$ cat src/rtl/mem_access_ctrl_pkg.sv
// ---------------------------------------------------------------------------
// mem_access_ctrl_pkg
//   Shared definitions for the data-RAM front end: default geometry, the FSM
//   state encoding (3-bit) and the address range check.
// ---------------------------------------------------------------------------
package mem_access_ctrl_pkg;

  localparam int DATA_W_DEF = 16;
  localparam int ADDR_W_DEF = 9;
  localparam int DEPTH_DEF  = 32;

  typedef enum logic [2:0] {
    ST_IDLE  = 3'd0,
    ST_WRITE = 3'd1,
    ST_READ  = 3'd2,
    ST_RDATA = 3'd3,
    ST_RESP  = 3'd4
  } state_e;

  // Word addresses 0..depth-1 are backed by RAM; anything else is rejected.
  function automatic logic addr_in_range(input logic [31:0] addr,
                                         input logic [31:0] depth);
    return addr < depth;
  endfunction

endpackage

$ cat src/rtl/mem_access_ctrl.sv
// ---------------------------------------------------------------------------
// mem_access_ctrl
//   Request/response front end for the single-port data RAM. Accepts one
//   load or store at a time, sequences the RAM strobes and returns a
//   one-cycle response pulse. Out-of-range addresses complete with rsp_err
//   without ever strobing the RAM.
//
// Ports
//   clk, rst_n            clock; synchronous active-low reset
//   req_valid/req_ready   request handshake (see below)
//   req_we/addr/wdata     request: 1 = store, word address, store data
//   rsp_valid             one-cycle completion pulse
//   rsp_rdata             last captured load data (holds across stores/errors)
//   rsp_err               address out of range, qualified by rsp_valid
//   ram_write_en/read_en  RAM strobes, decoded from FSM state only
//   ram_addr/ram_data_in  RAM address / write data, from latched request regs
//   ram_data_out          RAM read data, valid the cycle after ram_read_en
//
// Handshake: a request transfers on a posedge where req_valid && req_ready.
// req_ready is high only while IDLE; the requester holds req_valid and its
// payload stable until the transfer. req_valid while busy is ignored.
//
// Latency from accept to rsp_valid: load 3, store 2, error 1 cycles.
// ---------------------------------------------------------------------------
module mem_access_ctrl
  import mem_access_ctrl_pkg::*;
#(
  parameter int DATA_W = DATA_W_DEF,
  parameter int ADDR_W = ADDR_W_DEF,
  parameter int DEPTH  = DEPTH_DEF
) (
  input  logic              clk,
  input  logic              rst_n,
  input  logic              req_valid,
  output logic              req_ready,
  input  logic              req_we,
  input  logic [ADDR_W-1:0] req_addr,
  input  logic [DATA_W-1:0] req_wdata,
  output logic              rsp_valid,
  output logic [DATA_W-1:0] rsp_rdata,
  output logic              rsp_err,
  output logic              ram_write_en,
  output logic              ram_read_en,
  output logic [ADDR_W-1:0] ram_addr,
  output logic [DATA_W-1:0] ram_data_in,
  input  logic [DATA_W-1:0] ram_data_out
);

  state_e            state_q;
  logic              req_ready_q;
  logic              rsp_valid_q;
  logic              rsp_err_q;
  logic [DATA_W-1:0] rsp_rdata_q;
  logic              write_en_q;
  logic              read_en_q;
  logic [ADDR_W-1:0] addr_q;
  logic [DATA_W-1:0] wdata_q;
  logic              in_range_d;

  assign in_range_d = addr_in_range(32'(req_addr), 32'(DEPTH));

  // Strobe and response flags are registered together with the state, so
  // each one is asserted exactly while the FSM sits in the matching state.
  always_ff @(posedge clk) begin
    if (!rst_n) begin
      state_q     <= ST_IDLE;
      req_ready_q <= 1'b1;
      rsp_valid_q <= 1'b0;
      rsp_err_q   <= 1'b0;
      rsp_rdata_q <= '0;
      write_en_q  <= 1'b0;
      read_en_q   <= 1'b0;
      addr_q      <= '0;
      wdata_q     <= '0;
    end else begin
      write_en_q  <= 1'b0;
      read_en_q   <= 1'b0;
      rsp_valid_q <= 1'b0;
      case (state_q)
        ST_IDLE: begin
          if (req_valid) begin
            addr_q      <= req_addr;
            wdata_q     <= req_wdata;
            rsp_err_q   <= 1'b0;
            req_ready_q <= 1'b0;
            if (!in_range_d) begin
              state_q     <= ST_RESP;
              rsp_valid_q <= 1'b1;
              rsp_err_q   <= 1'b1;
            end else if (req_we) begin
              state_q    <= ST_WRITE;
              write_en_q <= 1'b1;
            end else begin
              state_q   <= ST_READ;
              read_en_q <= 1'b1;
            end
          end
        end
        ST_WRITE: begin
          state_q     <= ST_RESP;
          rsp_valid_q <= 1'b1;
        end
        ST_READ: begin
          // RAM registers the read address on this edge; data follows.
          state_q <= ST_RDATA;
        end
        ST_RDATA: begin
          rsp_rdata_q <= ram_data_out;
          state_q     <= ST_RESP;
          rsp_valid_q <= 1'b1;
        end
        ST_RESP: begin
          state_q     <= ST_IDLE;
          req_ready_q <= 1'b1;
        end
        default: begin
          state_q     <= ST_IDLE;
          req_ready_q <= 1'b1;
        end
      endcase
    end
  end

  assign req_ready    = req_ready_q;
  assign rsp_valid    = rsp_valid_q;
  assign rsp_err      = rsp_err_q;
  assign rsp_rdata    = rsp_rdata_q;
  assign ram_write_en = write_en_q;
  assign ram_read_en  = read_en_q;
  assign ram_addr     = addr_q;
  assign ram_data_in  = wdata_q;

endmodule

$ cat config.mk
export PLATFORM = sky130hd
export DESIGN_NAME = mem_access_ctrl
export DESIGN_NICKNAME = d
export VERILOG_FILES = /design/src/rtl/mem_access_ctrl_pkg.sv /design/src/rtl/mem_access_ctrl.sv
export SDC_FILE = /design/constraint.sdc
export NUM_CORES = 1
export LEC_CHECK = 0
export ABC_AREA = 1
export CORE_MARGIN = 2
export CORE_UTILIZATION = 40
export DETAILED_ROUTE_END_ITERATION = 7
export GPL_ROUTABILITY_DRIVEN = 0
export GPL_TIMING_DRIVEN = 0
export PLACE_DENSITY = 0.8
export SETUP_SLACK_MARGIN = 0.4
export SLEW_MARGIN = 20
export SYNTH_ARGS = -nofsm -noshare
export SYNTH_HDL_FRONTEND = slang
export SYNTH_SLANG_ARGS = --single-unit
$ cat constraint.sdc
create_clock -name clk -period 1.5 [get_ports clk]
set_input_delay 0.375 -clock clk [delete_from_list [all_inputs] [get_ports clk]]
set_output_delay 0.375 -clock clk [all_outputs]
set_load 0.01 [all_outputs]
==> results.md <==
- Post-synthesis average cell area: 8.34 µm²
- Post-Layout Inst Area: ~3200 µm²
- Largest net degree at the start of global routing: 15
- YS warnings: 0
- Net Sw Power: 0.671 mW
- Total clock sinks: between 40 and 50
- CTS tree: built
- Filler Cell Count: about 330
- Post-synthesis adder-cell area fraction: 0
- WP buf/inv: 1
- Layout area overhead: 70.9%
- Drt first-iter violations: 47
- Top cell type by total area after synthesis: dfxtp_1
- Core box area: 4380 µm²
- Die area: 5170 µm²
- #FFs+latches synth: just under 50
- Crit-path max cell delay: around 340 ps
- Slew HR: 0.753
- Fmax: approximately 0.9 GHz
- RSZ-0062 raised after global routing: true
- Worst VDD drop: ~0.60 mV
- Min Tclk post-route: around 1100 ps
- Main combinational cell family by area after synthesis: simple AND/OR/NAND/NOR gates
- DPL Wire Length: 3210 µm
- Final Non-Filler Cells: 382
- Critical path class: reg2out
- Slowest CP cell: dfxtp_2
- Worst path cell trace: buf_6
- Placement Cell Area: between 2000 and 3000 µm²
- Fin worst setup slack: ~370 ps
- Synth cell types: 22
- Power share of the clock group: 0.298
- Leak Pwr: 1.31 nW
- Commonest cells after routing, fill and taps aside: nand2_1 (47), buf_6 (47), dfxtp_2 (47), nor2_1 (41), clkdlybuf4s50_1 (40)
- # port buffers: 89
- Via density: ~4.7
- Number of remaining DRC errors: 0
- Cell Pwr Density: ~850 nW/µm²
- Worst setup SP type: register
- Synthesized cell area: around 1800 µm²
- Final setup vio count: 0
- Final Cycle Share: 0.756
- Layout Nets: 375
- Slew Viols, Final: 0
- Post-synth net total: around 270
- Crit-path leading delay family: flip-flops
- Initial core utilization: 0.420
- Width of the die: a little over 70 µm
- Max Buffers Root-to-Sink: 2
- Post-synth top area share: 0.532
- Worst-path clk slew: about 90 ps
- Routed Antenna Nets: 0
- Overall Global Routing Usage: 0.186
- Crit-path max FO: 2
- Root Driver: clkbuf_8
- Mux cell area share after synthesis: 0
- Antenna violations before repair: 0
- Simple-Gate Fraction of Synth Area: 0.255
- First-pass GRT wire length: roughly 7600 µm
- Final Skew: 4.62 ps
- Setup slack at placement: -201 ps
- Switching share of power: 0.250
- Compound-Gate Fraction of Synth Area: 0.151
- Ant diodes: 0
- Least-Margin Pin Slew: ~370 ps
- Int Pwr: roughly 2 mW
- DR vias: between 1.5k and 2k
- Sequential Power Share: 0.522
- Clock Latency Late Sink: 300 ps
- Layout cells sized above 1: 0.488
- Drt pass-1 iters: 4
- Worst path required time: roughly 1100 ps
- Logic pwr share: 0.180
- Final setup TNS: 0 ps
- Final Hold Fails: 0
- Die span in y: about 72 µm
- Outcome: complete, no violations
- Synth area leaders: dfxtp_1 (53%), nand2_1 (10%), nor2_1 (8.8%)
- # rows: 24
- Number of global-route vias before repair: 1714
- CTS buffer count: 5
- Endpoint class of the critical path: primary output
- CP Data Arrival Time: roughly 760 ps
- Synthesized instance count: roughly 220
- # IOs: a little over 90
- Dpl cells: between 300 and 400
- Register area share after synthesis: 0.532
- Grt total ovfl: 0
- Final WL: about 4800 µm
- Max cap viols: 0
- WL per Instance: 12.6 µm
- H-tree depth: 2
- Worst Hold Class: in2reg
- Synth Area in XOR/XNOR: 0
- Pwr Total: 2.68 mW
## worst register-to-register path, stage by stage, from the launching register on
cell and delay (ps):
dfxtp_2 350, inv_2 90, nand3_4 130, buf_4 160, o21ai_0 210, nor2_1 70
## repair_timing
item | 4_1_cts | 5_1_grt
endpoints found under the setup margin | 87 | 86
setup buffers | 6 | 7
pin swaps | 2 | 3
hold buffers | 0 | 0
resized for setup | 282 | 18
## path summary, 6_finish.rpt
check,start,to,slack (ps),cells after the start
max,ram_addr[1]$_SDFFE_PN0P_,ram_addr[1],370,1
min,req_addr[8],ram_addr[8]$_SDFFE_PN0P_,370,3
min reg2reg,ram_data_in[10]$_SDFFE_PN0P_,ram_data_in[10]$_SDFFE_PN0P_,470,2
max reg2reg,state_q[2]$_SDFFE_PN0P_,rsp_rdata[5]$_SDFFE_PN0N_,380,5
## cells in the mapped netlist
master / instances
a21oi_1: 16
nand3_1: 2
inv_2: 2
nand2_2: 10
dfxtp_1: 49
buf_12: 1
o21ai_1: 1
buf_2: 4
a21oi_2: 12
nor3_1: 1
inv_4: 1
clkbuf_1: 2
nor2_1: 43
buf_4: 3
buf_8: 1
o22ai_1: 1
o21ai_0: 15
inv_1: 4
nand3_4: 2
nor2_4: 1
nand2_1: 49
o21bai_1: 1
## power by group through the flow
stage / sequential (mW) / combinational (mW) / clock [mW]
3_5_place_dp: 1.41 / 0.436 / 0
5_1_grt: 1.40 / 0.519 / 0.866
3_3_place_gp: 1.41 / 0.431 / 0
6_report: 1.40 / 0.483 / 0.798
4_1_cts: 1.40 / 0.463 / 0.813
2_1_floorplan: 1.43 / 0.165 / 0
## flip-flops by register name, summed over array words and instances (netlist names)
name / flops
rsp_valid: 1
req_ready: 1
rsp_rdata: 16
rsp_err: 1
ram_addr: 9
state_q: 3
ram_write_en: 1
ram_data_in: 16
ram_read_en: 1
## cell type report
class	count	area, µm²	share of cell area
clock buffer	6	82.6	0.0262
inverter	7	33.8	0.0107
clock inverter	1	7.51	0.00238
timing repair buffer	102	1040	0.330
sequential	49	1040	0.330
multi-input combinational	154	782	0.248
buffer	11	98.8	0.0314
tap	52	65.1	0.0207
## routing by layer
layer  up-vias  wire [µm]  track usage  part of all wire
li1        925          -            -                 -
met1       798       1960        0.213              0.41
met4         0        121       0.0860             0.025
met3        11        331       0.0436             0.069
met5         -          0            0                 0
met2        73       2410        0.326              0.50
## cells by family after synthesis
logic type / Yosys count
flip-flops: 49
AO/OA/AOI/OAI: 46
AND/OR/NAND/NOR: 108
buffers and inverters: 18
## per-stage QoR
| step | utilization | hold WS, ps |
|---|---|---|
| final | 0.719 | 371 |
| after global routing | 0.719 | 387 |
| after CTS | 0.696 | 386 |
| after detailed placement | 0.639 | 453 |
| after global placement | 0.639 | 450 |
| after floorplan | - | 488 |
Note: power is estimated with default switching activity, not from simulation.
